--- src/rtl/led_seq_pkg.sv ---
// Shared types and width helpers for the per-port link LED sequencer.
// Imported by led_port_fsm and led_port_sequencer.
package led_seq_pkg;

    typedef enum logic [1:0] {
        ST_DOWN,
        ST_SYNC,
        ST_UP,
        ST_FLAP
    } port_state_t;

    localparam int unsigned DEF_PORTS       = 4;
    localparam int unsigned DEF_HOLD_OFF    = 1000;
    localparam int unsigned DEF_COOLOFF     = 10000;
    localparam int unsigned DEF_MAX_STRIKES = 3;
    localparam int unsigned DEF_SLOW_DIV    = 5000;
    localparam int unsigned DEF_FAST_DIV    = 1000;
    localparam int unsigned DEF_ACT_STRETCH = 500;

    // Bits needed to hold 0..max_val, never less than one.
    function automatic int unsigned cnt_w(input int unsigned max_val);
        return (max_val == 0) ? 1 : $clog2(max_val + 1);
    endfunction

endpackage

--- src/rtl/led_port_fsm.sv ---
// One port: link FSM with flap tracker, hold/activity counters and LED register.
// Activity flicker in UP is built only when LED_ACTIVITY_EN is defined.
module led_port_fsm
    import led_seq_pkg::*;
#(
    parameter int unsigned HoldOff    = DEF_HOLD_OFF,
    parameter int unsigned Cooloff    = DEF_COOLOFF,
    parameter int unsigned MaxStrikes = DEF_MAX_STRIKES,
    parameter int unsigned ActStretch = DEF_ACT_STRETCH
) (
    input  logic clk,
    input  logic reset,
    input  logic link_r,
    input  logic tog_r,
    input  logic act_r,
    input  logic slow_phase,
    input  logic fast_phase,
    output logic led,
    output logic flapping
);

    localparam int unsigned HW = cnt_w(HoldOff);
    localparam int unsigned WW = cnt_w(Cooloff);
    localparam int unsigned SW = cnt_w(MaxStrikes);

    localparam logic [HW-1:0] HOLD_LD  = HW'(HoldOff);
    localparam logic [WW-1:0] WIN_LD   = WW'(Cooloff);
    localparam logic [SW-1:0] STRK_MAX = SW'(MaxStrikes);

    port_state_t   state_q, state_d;
    logic [HW-1:0] hold_cnt_q, hold_cnt_d;
    logic [WW-1:0] win_cnt_q, win_cnt_d;
    logic [SW-1:0] strikes_q, strikes_d;
    logic          led_q, led_d;
    logic          flapping_q, flapping_d;
    logic          flap_hit;

`ifdef LED_ACTIVITY_EN
    localparam int unsigned AW = cnt_w(2 * ActStretch - 1);
    localparam logic [AW-1:0] ACT_LD   = AW'(2 * ActStretch - 1);
    localparam logic [AW-1:0] ACT_HALF = AW'(ActStretch);

    logic [AW-1:0] act_cnt_q, act_cnt_d;
`else
    logic unused_act;
    assign unused_act = act_r ^ (ActStretch == 0);
`endif

    always_ff @(posedge clk) begin
        if (reset) begin
            state_q    <= ST_DOWN;
            hold_cnt_q <= '0;
            win_cnt_q  <= '0;
            strikes_q  <= '0;
            led_q      <= 1'b0;
            flapping_q <= 1'b0;
`ifdef LED_ACTIVITY_EN
            act_cnt_q  <= '0;
`endif
        end else begin
            state_q    <= state_d;
            hold_cnt_q <= hold_cnt_d;
            win_cnt_q  <= win_cnt_d;
            strikes_q  <= strikes_d;
            led_q      <= led_d;
            flapping_q <= flapping_d;
`ifdef LED_ACTIVITY_EN
            act_cnt_q  <= act_cnt_d;
`endif
        end
    end

    always_comb begin
        win_cnt_d  = win_cnt_q;
        strikes_d  = strikes_q;
        state_d    = state_q;
        hold_cnt_d = hold_cnt_q;

        // A toggle on the last live window cycle still counts as a strike.
        if (tog_r) begin
            win_cnt_d = WIN_LD;
            if (win_cnt_q == '0) begin
                strikes_d = SW'(1);
            end else if (strikes_q != STRK_MAX) begin
                strikes_d = strikes_q + 1'b1;
            end
        end else if (win_cnt_q != '0) begin
            win_cnt_d = win_cnt_q - 1'b1;
            if (win_cnt_q == WW'(1)) begin
                strikes_d = '0;
            end
        end

        unique case (state_q)
            ST_DOWN: begin
                if (link_r) begin
                    state_d    = ST_SYNC;
                    hold_cnt_d = HOLD_LD;
                end
            end
            ST_SYNC: begin
                if (!link_r) begin
                    state_d = ST_DOWN;
                end else if (hold_cnt_q == '0) begin
                    state_d = ST_UP;
                end else begin
                    hold_cnt_d = hold_cnt_q - 1'b1;
                end
            end
            ST_UP: begin
                if (!link_r) begin
                    state_d = ST_DOWN;
                end
            end
            ST_FLAP: begin
                if (win_cnt_d == '0) begin
                    strikes_d = '0;
                    if (link_r) begin
                        state_d    = ST_SYNC;
                        hold_cnt_d = HOLD_LD;
                    end else begin
                        state_d = ST_DOWN;
                    end
                end
            end
            default: state_d = ST_DOWN;
        endcase

        flap_hit = (strikes_d == STRK_MAX);
        if (flap_hit) begin
            state_d = ST_FLAP;
        end

`ifdef LED_ACTIVITY_EN
        act_cnt_d = '0;
        if (state_d == ST_UP) begin
            if (act_cnt_q != '0) begin
                act_cnt_d = act_cnt_q - 1'b1;
            end else if (act_r) begin
                act_cnt_d = ACT_LD;
            end
        end
`endif
    end

    always_comb begin
        led_d      = 1'b0;
        flapping_d = 1'b0;
        unique case (state_d)
            ST_DOWN: led_d = 1'b0;
            ST_SYNC: led_d = slow_phase;
`ifdef LED_ACTIVITY_EN
            ST_UP:   led_d = (act_cnt_d < ACT_HALF);
`else
            ST_UP:   led_d = 1'b1;
`endif
            ST_FLAP: begin
                led_d      = fast_phase;
                flapping_d = 1'b1;
            end
            default: led_d = 1'b0;
        endcase
    end

    assign led      = led_q;
    assign flapping = flapping_q;

endmodule

--- src/rtl/led_port_sequencer.sv ---
// Link LED sequencer: input registers, shared blink prescalers, per-port FSMs.
// Define LED_ACTIVITY_EN to add activity flicker while a port is UP.
module led_port_sequencer
    import led_seq_pkg::*;
#(
    parameter int unsigned Ports      = DEF_PORTS,
    parameter int unsigned HoldOff    = DEF_HOLD_OFF,
    parameter int unsigned Cooloff    = DEF_COOLOFF,
    parameter int unsigned MaxStrikes = DEF_MAX_STRIKES,
    parameter int unsigned SlowDiv    = DEF_SLOW_DIV,
    parameter int unsigned FastDiv    = DEF_FAST_DIV,
    parameter int unsigned ActStretch = DEF_ACT_STRETCH
) (
    input  logic             clk,
    input  logic             reset,
    input  logic [Ports-1:0] link_up,
    input  logic [Ports-1:0] activity,
    output logic [Ports-1:0] led,
    output logic [Ports-1:0] flapping
);

    localparam int unsigned SCW = cnt_w(SlowDiv - 1);
    localparam int unsigned FCW = cnt_w(FastDiv - 1);

    localparam logic [SCW-1:0] SLOW_TOP = SCW'(SlowDiv - 1);
    localparam logic [FCW-1:0] FAST_TOP = FCW'(FastDiv - 1);

    logic [Ports-1:0] link_r_q, link_r_d;
    logic [Ports-1:0] tog_r_q, tog_r_d;
    logic [Ports-1:0] act_r_q, act_r_d;
    logic [SCW-1:0]   slow_cnt_q, slow_cnt_d;
    logic [FCW-1:0]   fast_cnt_q, fast_cnt_d;
    logic             slow_phase_q, slow_phase_d;
    logic             fast_phase_q, fast_phase_d;

    always_ff @(posedge clk) begin
        if (reset) begin
            link_r_q     <= '0;
            tog_r_q      <= '0;
            act_r_q      <= '0;
            slow_cnt_q   <= '0;
            fast_cnt_q   <= '0;
            slow_phase_q <= 1'b0;
            fast_phase_q <= 1'b0;
        end else begin
            link_r_q     <= link_r_d;
            tog_r_q      <= tog_r_d;
            act_r_q      <= act_r_d;
            slow_cnt_q   <= slow_cnt_d;
            fast_cnt_q   <= fast_cnt_d;
            slow_phase_q <= slow_phase_d;
            fast_phase_q <= fast_phase_d;
        end
    end

    always_comb begin
        link_r_d = link_up;
        tog_r_d  = link_up ^ link_r_q;
        act_r_d  = activity;

        slow_cnt_d   = slow_cnt_q + 1'b1;
        slow_phase_d = slow_phase_q;
        if (slow_cnt_q == SLOW_TOP) begin
            slow_cnt_d   = '0;
            slow_phase_d = ~slow_phase_q;
        end

        fast_cnt_d   = fast_cnt_q + 1'b1;
        fast_phase_d = fast_phase_q;
        if (fast_cnt_q == FAST_TOP) begin
            fast_cnt_d   = '0;
            fast_phase_d = ~fast_phase_q;
        end
    end

    // Ports see the phase that will be live after this edge, so every
    // registered LED lines up with the prescaler phase of the same cycle.
    for (genvar i = 0; i < Ports; i++) begin : g_port
        led_port_fsm #(
            .HoldOff   (HoldOff),
            .Cooloff   (Cooloff),
            .MaxStrikes(MaxStrikes),
            .ActStretch(ActStretch)
        ) u_fsm (
            .clk       (clk),
            .reset     (reset),
            .link_r    (link_r_q[i]),
            .tog_r     (tog_r_q[i]),
            .act_r     (act_r_q[i]),
            .slow_phase(slow_phase_d),
            .fast_phase(fast_phase_d),
            .led       (led[i]),
            .flapping  (flapping[i])
        );
    end

endmodule

--- config.mk ---
export PLATFORM = sky130hd
export DESIGN_NAME = led_port_sequencer
export DESIGN_NICKNAME = d
export VERILOG_FILES = /design/src/rtl/led_seq_pkg.sv /design/src/rtl/led_port_fsm.sv /design/src/rtl/led_port_sequencer.sv
export SDC_FILE = /design/constraint.sdc
export NUM_CORES = 1
export LEC_CHECK = 0
export ABC_AREA = 1
export ABC_CLOCK_PERIOD_IN_PS = 5600
export BUFFER_PORTS_ARGS = -buffer_cell sky130_fd_sc_hd__buf_2
export CORE_ASPECT_RATIO = 1.5
export CORE_MARGIN = 1
export CORE_UTILIZATION = 55
export CTS_CLUSTER_DIAMETER = 40
export DETAILED_ROUTE_END_ITERATION = 12
export PLACE_DENSITY = 0.71
export SYNTH_ARGS = -nofsm -noshare
export SYNTH_HDL_FRONTEND = slang
export SYNTH_SLANG_ARGS = --single-unit
--- constraint.sdc ---
create_clock -name clk -period 5.6 [get_ports clk]
set_input_delay 0.56 -clock clk [delete_from_list [all_inputs] [get_ports clk]]
set_output_delay 0.56 -clock clk [all_outputs]
set_load 0.01 [all_outputs]
[Yosys cells after proc, flatten, opt, wreduce, memory -nomap -nowiden]
Index checks and enable logic that the tools add are counted.
Storage, ports and cells
  register bits: 153
  input bits: 10
  output and inout bits: 8
  logic and storage cells: 229
Cells by class
  add/subtract/negate cells: 14
  equality and inequality tests: 50
  muxes and demuxes: 98
  bitwise logic cells: 3
  reductions and logical operators: 34
Operator list (count)
  10-bit two-way mux: 16
  10-bit case mux with 3 select lines: 4
  14-bit zero test: 8
  14-bit two-way mux: 8
  2-bit two-way mux: 52
  14-bit by 1-bit == test with 1-bit output, second input constant: 4
  14-bit nonzero test: 4
  14-bit by 1-bit subtractor with 14-bit output, second input constant: 4
  2-bit == test, second input constant: 20
  10-bit zero test: 4
  10-bit by 1-bit subtractor with 10-bit output, second input constant: 4
  2-bit case mux with 4 select lines: 4
  2-bit != test, second input constant: 12
  2-bit by 1-bit == test with 1-bit output, second input constant: 8
  2-bit zero test: 8
  1-bit case mux with 4 select lines: 4
  4-bit AND reduction: 4
  13-bit by 1-bit adder with 13-bit output, second input constant: 1
  13-bit == test, second input constant: 1
  3-bit nonzero test: 4
  10-bit by 1-bit adder with 10-bit output, second input constant: 1
  10-bit == test, second input constant: 1
  1-bit two-way mux: 10
  2-bit by 1-bit adder with 2-bit output, second input constant: 4
  4 further kinds: 9

[Longest topological paths before layout]
Gate-level depths: netlist (run 1).
  depth after elaboration: 10
  gate-level depth with buffers: 19
  depth with buffers taken out: 19

[Cells and area by module]
Synthesis (run 1) repeated with hierarchy kept, for this count alone.
Unflattened totals
  cell total of the unflattened synthesis: 1376
  area total of the unflattened synthesis: 9101.2 um^2
Modules (own cells, without submodules)
  led_port_fsm (g_port[1].u_fsm ...): instances 3, cells an instance 294, area each 1891.8 um^2, seq. area each 600.6 um^2
  led_port_fsm (g_port[0].u_fsm): instances 1, cells an instance 274, area each 1808.0 um^2, seq. area each 600.6 um^2
  led_port_sequencer: instances 1, cells an instance 220, area each 1617.8 um^2, seq. area each 740.7 um^2

[Worst setup path after synthesis (run 1)]
Ideal clock, no wire load.
  kind: register -> register
  start point: reg g_port[2].u_fsm.win_cnt_q[0]
  end point: reg g_port[2].u_fsm.hold_cnt_q[1]
  library setup time: 134 ps
  data arrival time: 1988 ps
  required time: 5466 ps
  setup slack: 3479 ps
  stages on the path, launching flop included: 18
  buffers on the path: 2
  period minus slack after synthesis: 2121 ps
  path through: dfxtp_1 > inv_1 > ha_1 > buf_2 > nand2_1 > nor2_1 > nor2_1 > nor2_1 > nand2_1 > clkinv_1 > nand3_1 > nor2_1 > nand3_2 > nand2_4 > nand2_2 > buf_6 > nor2_1 > a211oi_2
On the way
  cells in the longest elaborated chain, start to end: 6
  elaborated cells between the ends (all ways): 7
  those cells by class: 1 x add/sub; 1 x eq/ne; 2 x mux; 3 x reduce/logical
Ends and longest elaborated chain
  from (decl): RTL line led_port_fsm.sv:32  | logic [WW-1:0] win_cnt_q, win_cnt_d;
  from (signal assigned): RTL line led_port_fsm.sv:63  | win_cnt_q <= win_cnt_d;
  14-bit by 1-bit subtractor with 14-bit output or 14-bit nonzero test (tied branches): RTL line led_port_fsm.sv:88, led_port_fsm.sv:87
  14-bit two-way mux (*): RTL line led_port_fsm.sv:87  | end else if (win_cnt_q != '0) begin
  14-bit two-way mux (*): RTL line led_port_fsm.sv:80  | if (tog_r) begin
  14-bit zero test (*): RTL line led_port_fsm.sv:116  | if (win_cnt_d == '0) begin
  2-bit by 1-bit != test with 1-bit output (no line) (*)
  4-bit AND reduction (no line) (*)
  to (signal assigned): RTL line led_port_fsm.sv:62  | hold_cnt_q <= hold_cnt_d;
  to (decl): RTL line led_port_fsm.sv:31  | logic [HW-1:0] hold_cnt_q, hold_cnt_d;
Every way passes the cells marked *; elsewhere a longest branch is shown, timed or not.
A chain may end at the register's enable or synchronous reset.

[Worst setup path after layout (run 1)]
  start point: reg g_port[2].u_fsm.win_cnt_q[0]
  end point: reg g_port[2].u_fsm.hold_cnt_q[2]
Same word-level chain as after synthesis.

==> flow_summary.toml, run 1 <==
[placed_design]
io_buffers = 13
post-dp-hpwl_um = 12700
gp_congestion = 0.845
dpl-instance-area_mm2 = 0.00857

[detailed_routing]
wl_um = 17900
routedWlPerCell_um = 12.3
drtAntennaViolNets = 0
first_pass_iters = 4
drt_iter0_drc = 247
drc = 0
viasPerCell = 5.23
vias = 7612

[status]
status = "complete, no violations"

[floorplan]
core_region_area_mm2 = 0.0151
dieArea_mm2 = 0.0159
fp-row-count = 55
fp.dieH_um = 154
initial_core_util_pct = 56.1
boundaryPins = 18
fp.dieW_um = 103

[cells_and_area]
layout-drive-gt1-share_pct = 8.75
final_common_cell = "nand2_1"
multi_input_area_mm2 = 0.00466
n_fill_cell = 1444
nets = 1272
mostFrequentLayoutCells = "nand2_1 (267), nor2_1 (207), dfxtp_1 (153)"
postLayoutCellArea_mm2 = 0.00918
num_antenna_cells = 0
area_growth_pct = 8.46
area.sequential_mm2 = 0.00306

[clock_tree]
post-cts-setup-buffer-count = 0
cts_max_level = 4
clockBufferDepth = 2
root_buffer = "clkbuf_16"
clkLatencyLatePin_ns = 0.43
clkTransAtPathRegs_ns = 0.07
cts_hold_buf = 0
cts_resized = 0
cts_tree = "built"
cts_num_sinks = 153
cts_made_buffers = 17

[timing]
fmax_ghz = 0.370
fin_crit_sh_pct = 48.3
fin_worst_skew_ns = 0.0105
min_period_ns = 2.70
report.final.slew_viol_count = 0
rsz0062_at_grt = "false"
setup_viol = 0
finalSetupTns_ns = 0
hold_viol = 0
tightest_slew_ns = 0.961
relSlewSlack_pct = 35.7

[power]
p_leak_nw = 4.19
pwr-share-comb_pct = 41.1
vdd_drop_max_mv = 0.312
seq_power_share_pct = 32.5
power.net_switching_mw = 1.84
p_clk_share_pct = 26.3
p_sw_share_pct = 41.0
intPower_mw = 2.65
powerDensity_mw_per_mm2 = 489

[global_route]
grt_start_max_net_pins = 59
grt_pass1_vias = 7174
gr-usage-all-layers_pct = 23.8
grt_overflow_total = 0
antenna_found_initial = 0
grt_pass1_wl_um = 30400

[critical_path]
slowest_delay_ns = 0.36
crit_arrival_ns = 3.02
timing.rr.end = "g_port[2].u_fsm.hold_cnt_q[2]"
crit_slowest_cell = "ha_1"
setup.worst_path.class = "flop to flop"
path_cells = "inv_1 > ha_1 > nand2_1 > nor2_1 > nor2_1 > nor2_1 > nand2_1 > clkinv_1 > nand3_1 > nor2_1 > nand3_2 > nand2_4 > nand2_2 > o21ai_0 > nor2_1"
cp-start-kind = "flop"
crit_required_ns = 5.91
r2r_slack_ns = 2.90
rr_worst_depth = 15
r2r_start = "g_port[2].u_fsm.win_cnt_q[0]"
cp-end-kind = "flop"
crit_top_cell = "nor2_1"
critPathMaxFanout = 11

[flow_run]
maxCapViolations = 0

[hold_path]
hold_path_end = "link_r_q[0]"
hp-class = "input pin to flop"
min_from = "link_up[0]"
whs_path_depth = 3

[logic_synthesis]
yosys_register_bits = 153
async_flop_share_pct = 0
synth_cells = 1247
synth_warnings = 0
synth-edff-count = 0
syn_area_mm2 = 0.00846
yosysSeqAreaShare_pct = 36.2
ys.flop_type = "dfxtp_1"
syn_area_per_cell_um2 = 6.79
syn_nets = 1275
yosysUniqueCellTypes = 45
power by group through the flow:
stage | clock (mW) | combinational (mW) | sequential (mW)
floorplan | 0 | 1.55 | 1.43
global placement | 0 | 1.80 | 1.47
detailed placement | 0 | 1.83 | 1.48
CTS | 1.20 | 1.84 | 1.46
global route | 1.24 | 2.12 | 1.48
finish | 1.18 | 1.85 | 1.46
per-stage QoR:
step	setup slack, ns	util (%)	total power, mW	cells	hold WS (ns)
final	2.90	60.9	4.49	1456	0.352
after global routing	2.60	60.9	4.84	1456	0.365
after CTS	2.85	60.9	4.50	1456	0.346
after detailed placement	2.87	56.9	3.30	1424	0.439
after global placement	2.89	56.9	3.28	1424	0.432
after floorplan	3.48	-	2.98	1247	0.418
synth_stat cells, types with 6 or more instances:
cell type | n | area, µm²
a21oi_1 | 63 | 315
nand3b_1 | 8 | 60.1
or2_2 | 10 | 62.6
nand2_2 | 8 | 50.1
nand4_1 | 34 | 213
nor4_1 | 7 | 43.8
buf_6 | 7 | 78.8
nor2_4 | 10 | 113
inv_1 | 130 | 488
nand3_2 | 7 | 70.1
nor3_1 | 29 | 145
nand2_1 | 267 | 1000
nand2_4 | 8 | 90.1
o21ai_0 | 36 | 180
xnor2_1 | 18 | 158
a31oi_1 | 6 | 37.5
nor3b_1 | 8 | 60.1
clkbuf_1 | 17 | 63.8
xor2_1 | 21 | 184
nand3_1 | 113 | 566
nor2_1 | 207 | 777
ha_1 | 18 | 225
buf_4 | 8 | 60.1
nor2_2 | 15 | 93.8
o211ai_1 | 8 | 60.1
dfxtp_1 | 153 | 3060
how the worst max path moves through the flow:
stage / start / to / slack (ns) / cells past startpoint
3_3_place_gp: g_port[2].u_fsm.win_cnt_q[0] / g_port[2].u_fsm.hold_cnt_q[2] / 2.89 / 15
6_report: g_port[2].u_fsm.win_cnt_q[0] / g_port[2].u_fsm.hold_cnt_q[2] / 2.90 / 15
2_1_floorplan: g_port[2].u_fsm.win_cnt_q[0] / g_port[2].u_fsm.hold_cnt_q[1] / 3.48 / 17
4_1_cts: g_port[2].u_fsm.win_cnt_q[0] / g_port[2].u_fsm.hold_cnt_q[2] / 2.85 / 15
5_1_grt: g_port[2].u_fsm.win_cnt_q[0] / g_port[2].u_fsm.hold_cnt_q[2] / 2.60 / 15
3_5_place_dp: g_port[2].u_fsm.win_cnt_q[0] / g_port[2].u_fsm.hold_cnt_q[2] / 2.87 / 15
critical path, delay by kind of cell, from the launching register on:
kind / cells / cell delay (ns)
AND/OR/NAND/NOR: 11 / 1.39
adder cells (fa/ha/maj): 1 / 0.36
flip-flops: 1 / 0.32
buffers and inverters: 2 / 0.26
AO/OA/AOI/OAI: 1 / 0.26
flip-flops by register name (all words and copies together) (netlist names):
register                 flops
g_port.u_fsm.state_q         8
g_port.u_fsm.hold_cnt_q     40
g_port.u_fsm.flapping        4
g_port.u_fsm.strikes_q       8
slow_phase_q                 1
g_port.u_fsm.win_cnt_q      56
tog_r_q                      4
fast_phase_q                 1
link_r_q                     4
g_port.u_fsm.led             4
slow_cnt_q                  13
fast_cnt_q                  10
layout make-up:
cell class,instances,area share (%)
Multi-Input combinational cell,922,50.8
Sequential cell,153,33.4
Inverter,134,5.49
Clock buffer,21,5.02
Tap cell,199,2.71
Clock inverter,11,1.60
Timing Repair Buffer,16,0.982
routing by layer:
layer,global-route usage (%),wire [µm],up-vias
met5,0,0,-
met4,10.3,427,0
met3,3.50,426,31
met2,45.1,9460,109
met1,25.2,7600,3456
li1,-,-,4016
cell families (layout without fill, tap and decap cells):
logic type      count (synthesis)  count (layout)  synth area share (%)
flops                         153             153                  36.2
xor+xnor                       39              39                  4.04
simple gates                  740             740                  40.3
fa+ha+maj                      18              18                  2.66
buf+inv                       172             182                  8.68
compound gates                125             125                  8.10
Power figures use the tool's default switching activity.
==> run 2, diff against run 1 <==
ABC_CLOCK_PERIOD_IN_PS = 2210   (was 5600)
PLACE_DENSITY = 0.74   (was 0.71)
clock period = 2.21 ns   (was 5.6 ns; I/O delays follow)
==> run 2 against run 1 <==
The run now ends with negative setup slack left. Cell area is 16% higher. Core utilization is 10 points higher. Critical path depth is 1 lower. Routed wire length is 15% higher. Via count is 9.3% higher. Global-route usage grew 0.50 points. Clock power increased to 2.6 times the previous value. Combinational power rose to 3.6 times the previous value. Worst hold slack got worse by 0.34 ns. Sequential power increased to 2.6 times the previous value. Sequential share of layout area is 4.3 points lower. Critical path type unchanged.
==> flow_summary.toml, run 2 (same netlist as run 1, synthesis figures left out) <==
[status]
status = "finished, violations left"
violations = "negative setup slack"

[global_route]
antenna_found_initial = 0
grt_pass1_wl_um = 31100
grt_start_max_net_pins = 45
grt_pass1_vias = 7379
gr-usage-all-layers_pct = 24.3
grt_overflow_total = 0

[cells_and_area]
n_fill_cell = 1154
nets = 1379
postLayoutCellArea_mm2 = 0.0107
mostFrequentLayoutCells = "nand2_1 (233), nor2_1 (176), dfxtp_1 (124)"
multi_input_area_mm2 = 0.00527
largest-register = "g_port.u_fsm.win_cnt_q"
num_antenna_cells = 0
area.sequential_mm2 = 0.00310
largest_reg_flops = 56
final_common_cell = "nand2_1"
layout-drive-gt1-share_pct = 26.3
top_regs = "g_port.u_fsm.win_cnt_q x56, g_port.u_fsm.hold_cnt_q x40, slow_cnt_q x13"
area_growth_pct = 26.3

[power]
power.net_switching_mw = 5.60
powerDensity_mw_per_mm2 = 1260
intPower_mw = 7.85
power.total_mw = 13.5
p_leak_nw = 4.85
p_sw_share_pct = 41.6
vdd_drop_max_mv = 0.850
pwr-share-comb_pct = 49.0
p_clk_share_pct = 22.4
seq_power_share_pct = 28.6

[clock_tree]
cts_num_sinks = 153
root_buffer = "clkbuf_16"
cts_tree = "built"
clkTransAtPathRegs_ns = 0.06
cts_made_buffers = 17
clkLatencyLatePin_ns = 0.43
cts_hold_buf = 0
cts_max_level = 4
clockBufferDepth = 2

[placed_design]
dpl-instance-area_mm2 = 0.00908
post-dp-hpwl_um = 13200
gp_congestion = 0.904
io_buffers = 13
pre_cts_slack_ns = -0.0912

[timing]
fin_crit_sh_pct = 101
hold_viol = 0
fin_ws_ns = -0.0216
relSlewSlack_pct = 43.2
report.final.slew_viol_count = 0
setup_viol = 1
min_period_ns = 2.23
fin_worst_skew_ns = 0.00702
tightest_slew_ns = 0.852
fin_hold_ws_ns = 0.0142
rsz0062_at_grt = "true"
fmax_ghz = 0.448

[floorplan]
dieArea_mm2 = 0.0159
core_region_area_mm2 = 0.0151
boundaryPins = 18
initial_core_util_pct = 56.1
fp.dieH_um = 154
fp-row-count = 55
fp.dieW_um = 103

[critical_path]
crit_arrival_ns = 2.56
cp-start-kind = "flop"
setup.worst_path.class = "flop to flop"
cp-end-kind = "flop"
crit_required_ns = 2.54
critPathMaxFanout = 8

[detailed_routing]
viasPerCell = 5.32
drc = 0
first_pass_iters = 6
vias = 8318
routedWlPerCell_um = 13.2
drt_iter0_drc = 382
drtAntennaViolNets = 0
wl_um = 20600

[flow_run]
maxCapViolations = 0

[hold_path]
hp-class = "input pin to flop"
## run 2: changes by cell type in the layout (fill, tap and decap cells not counted), sizes merged
cell | previous run | this run
clkinvlp | 5 | 3
inv | 131 | 133
buf | 16 | 120
clkinv | 6 | 7
nand2 | 283 | 285
## run 2: what timing repair did
| action | in CTS | in global routing |
|---|---|---|
| resized for setup | 13 | 202 |
| gates cloned | 1 | 2 |
| setup buffers | 4 | 34 |
| pin swaps | 3 | 72 |
| hold endpoints to repair | 0 | 0 |
| setup endpoints to repair | 24 | 55 |
## run 2: worst max-delay path, cell delays in order, from the launching register on
cell and delay, ns:
dfxtp_1 0.37, nor2_2 0.18, nand2_4 0.10, nor2_4 0.18, nand2_4 0.15, nand4_1 0.15, nand3_2 0.13, nor2_4 0.17
nand3_4 0.14, a21boi_4 0.20, nand2_2 0.08, nand2_1 0.08, nand2_1 0.08, nand2_1 0.07, inv_1 0.04
## run 2: worst paths after layout
kind | startpoint | to | slack (ns) | cells after the start
setup / recovery | g_port[3].u_fsm.win_cnt_q[6] | g_port[3].u_fsm.led | -0.02 | 14
hold / removal | link_up[2] | link_r_q[2] | 0.01 | 3
setup reg to reg | g_port[3].u_fsm.win_cnt_q[6] | g_port[3].u_fsm.led | -0.02 | 14
hold reg to reg | fast_cnt_q[0] | fast_cnt_q[0] | 0.45 | 1
## run 2: per-layer routing
layer	part of all wire [%]	GRT usage (%)
met3	3.0	4.55
met5	0	0
met2	53	44.2
met1	41	27.2
met4	2.9	9.66
## run 2: final cells by class
| type | instances | area share (%) |
|---|---|---|
| clock buffer | 21 | 4.40 |
| clock inverter | 11 | 1.36 |
| inverter | 134 | 4.82 |
| multi-input combinational | 924 | 49.3 |
| sequential | 153 | 29.0 |
| tap | 199 | 2.33 |
| timing repair buffer | 120 | 8.72 |
| timing repair inverter | 1 | 0.0468 |
## run 2: per-stage QoR
step / TNS [ns] / cells / util, %
final: -0.0216 / 1563 / 70.9
after global routing: -3.38 / 1563 / 70.9
after CTS: -0.00145 / 1527 / 64.8
after detailed placement: -1.04 / 1490 / 60.2
after global placement: -0.0562 / 1490 / 60.2
after floorplan: 0 / 1247 / -
## run 2: power by group through the flow
stage | clock network, mW | logic, mW | registers (mW)
after floorplan | 0 | 3.92 | 3.62
after global placement | 0 | 5.02 | 3.71
after detailed placement | 0 | 5.11 | 3.72
after CTS | 3.04 | 5.25 | 3.66
after global routing | 3.18 | 7.31 | 3.90
final | 3.01 | 6.60 | 3.85
==> run 3, diff against run 2 <==
SKIP_CTS_REPAIR_TIMING = 1   (was default)
==> run 3 against run 2 <==
Final cell count about the same. Clock power about the same. Power increased by 1.2%. Count of clock-buffer cells in the layout is the same. The flow still finishes with violations (negative setup slack). Critical path depth is 1 higher. Largest power group unchanged. Combinational power grew 2%. Routed wire length grew 1.5%. Via count is 0.57% higher. First-iteration DRC count fell by 3.1%. Register-to-register slack barely moved. Cell area increased by 0.42%. Sequential share of layout area shrank 0.087 points.
==> flow_summary.toml, run 3 (same netlist as run 1, synthesis figures left out) <==
[cells_and_area]
largest-register = "g_port.u_fsm.win_cnt_q"
final_common_cell = "nand2_1"
nets = 1380
largest_reg_flops = 56
n_fill_cell = 1146
fin_util_pct = 71.2
num_antenna_cells = 0
top_regs = "g_port.u_fsm.win_cnt_q x56, g_port.u_fsm.hold_cnt_q x40, slow_cnt_q x13"
mostFrequentLayoutCells = "nand2_1 (235), nor2_1 (176), dfxtp_1 (123)"
layout-drive-gt1-share_pct = 26.7
area_growth_pct = 26.9

[global_route]
grt_overflow_total = 0
gr-usage-met1_pct = 27.2
gr-usage-all-layers_pct = 24.1
top_usage_layer = "met2"
use_met3_pct = 4.41
grt_pass1_vias = 7261
grt_start_max_net_pins = 45
grt.met2_usage_pct = 43.8
grt_pass1_wl_um = 30700
antenna_found_initial = 0

[floorplan]
fp.dieW_um = 103
fp.dieH_um = 154
core_region_area_mm2 = 0.0151
initial_core_util_pct = 56.1
fp-row-count = 55
boundaryPins = 18
dieArea_mm2 = 0.0159

[power]
powerDensity_mw_per_mm2 = 1270
seq_power_share_pct = 28.4
vdd_drop_max_mv = 0.852
p_clk_share_pct = 22.0
intPower_mw = 7.93
p_leak_nw = 4.88
p_sw_share_pct = 41.8
pwr-share-comb_pct = 49.6
power.total_mw = 13.6
power.net_switching_mw = 5.69

[timing]
fin_worst_skew_ns = 0.00637
min_period_ns = 2.23
setup_viol = 1
tightest_slew_ns = 0.880
report.final.slew_viol_count = 0
hold_viol = 0
fin_crit_sh_pct = 101
fin_ws_ns = -0.0199
fmax_ghz = 0.448
relSlewSlack_pct = 41.3
rsz0062_at_grt = "true"

[detailed_routing]
drc = 0
viasPerCell = 5.35
drt_iter0_drc = 370
wl_um = 20900
first_pass_iters = 5
routedWlPerCell_um = 13.4
vias = 8365
drtAntennaViolNets = 0

[critical_path]
slowest_delay_ns = 0.34
setup.worst_path.class = "flop to flop"
crit_arrival_ns = 2.53
critPathMaxFanout = 6
crit_required_ns = 2.51
cp-start-kind = "flop"
cp-end-kind = "flop"
crit_buf_inv = 3
path_cells = "nor2_2 > nand2_2 > nor2_4 > nand2_8 > buf_8 > nand2_1 > nand3_2 > nand4_1 > nor2_2 > nand3_2 > nand2_4 > buf_4 > buf_4 > o211ai_1 > a21oi_1"
crit_slowest_cell = "dfxtp_2"
cp_top_family = "simple AND/OR/NAND/NOR gates"

[clock_tree]
root_buffer = "clkbuf_16"
clockBufferDepth = 2
clkLatencyLatePin_ns = 0.43
cts_max_level = 4
cts_made_buffers = 17
cts_tree = "built"
clkTransAtPathRegs_ns = 0.06
cts_num_sinks = 153

[hold_path]
hp-class = "input pin to flop"

[placed_design]
io_buffers = 13
post-dp-hpwl_um = 13200
gp_congestion = 0.904

[status]
status = "finished, violations left"
violations = "negative setup slack"

[flow_run]
maxCapViolations = 0
## run 3: changes by cell type in the layout (fill, tap and decap cells not counted), sizes merged
cell | previous run | this run
buf | 120 | 118
clkbuf | 21 | 22
clkinvlp | 3 | 4
inv | 133 | 132
nand2 | 285 | 287
## run 3: stage by stage
step	worst slack, ns	area (µm²)	hold WS, ns	cells	TNS (ns)
finish	-0.0199	10700	0.0152	1564	-0.0199
global route	-0.179	10700	0.0357	1564	-2.92
CTS	-0.106	9690	0.00971	1522	-1.27
detailed placement	-0.0912	9080	0.439	1490	-1.04
global placement	-0.0137	9080	0.434	1490	-0.0562
floorplan	0.0886	8460	0.354	1247	0
## run 3: per-layer routing
layer	up-vias	routed length, µm
met1	3868	8510
li1	4248	-
met5	-	0
met2	179	11100
met3	70	704
met4	0	650
## run 3: worst paths after layout
check	from	endpoint	slack, ns	cells after the start
setup / recovery	g_port[2].u_fsm.win_cnt_q[9]	g_port[2].u_fsm.hold_cnt_q[9]	-0.02	15
hold / removal	link_up[2]	link_r_q[2]	0.02	3
setup reg to reg	g_port[2].u_fsm.win_cnt_q[9]	g_port[2].u_fsm.hold_cnt_q[9]	-0.02	15
hold reg to reg	fast_cnt_q[0]	fast_cnt_q[0]	0.45	1
## run 3: power groups by stage
stage | clock network (mW) | logic (mW) | registers [mW]
5_1_grt | 3.17 | 7.44 | 3.92
2_1_floorplan | 0 | 3.92 | 3.62
6_report | 3.00 | 6.75 | 3.87
3_5_place_dp | 0 | 5.11 | 3.72
3_3_place_gp | 0 | 5.02 | 3.71
4_1_cts | 3.04 | 5.16 | 3.66
## run 3: cell type report
cell class              instances  area (µm²)  area share (%)
clock buffers                  21         470            4.38
clock inverters                11         145            1.35
inverters                     134         524            4.88
multi-input cells             926        5280            49.2
flip-flops and latches        153        3110            29.0
well taps                     199         249            2.32
repair buffers                119         948            8.84
repair inverters                1        5.00          0.0466
## run 3: worst register-to-register path, stage by stage (launching register included)
cell,delay (ns)
dfxtp_2,0.34
nor2_2,0.15
nand2_2,0.10
nor2_4,0.26
nand2_8,0.11
buf_8,0.15
nand2_1,0.07
nand3_2,0.11
nand4_1,0.14
nor2_2,0.06
nand3_2,0.10
nand2_4,0.08
buf_4,0.15
buf_4,0.12
o211ai_1,0.07
a21oi_1,0.09
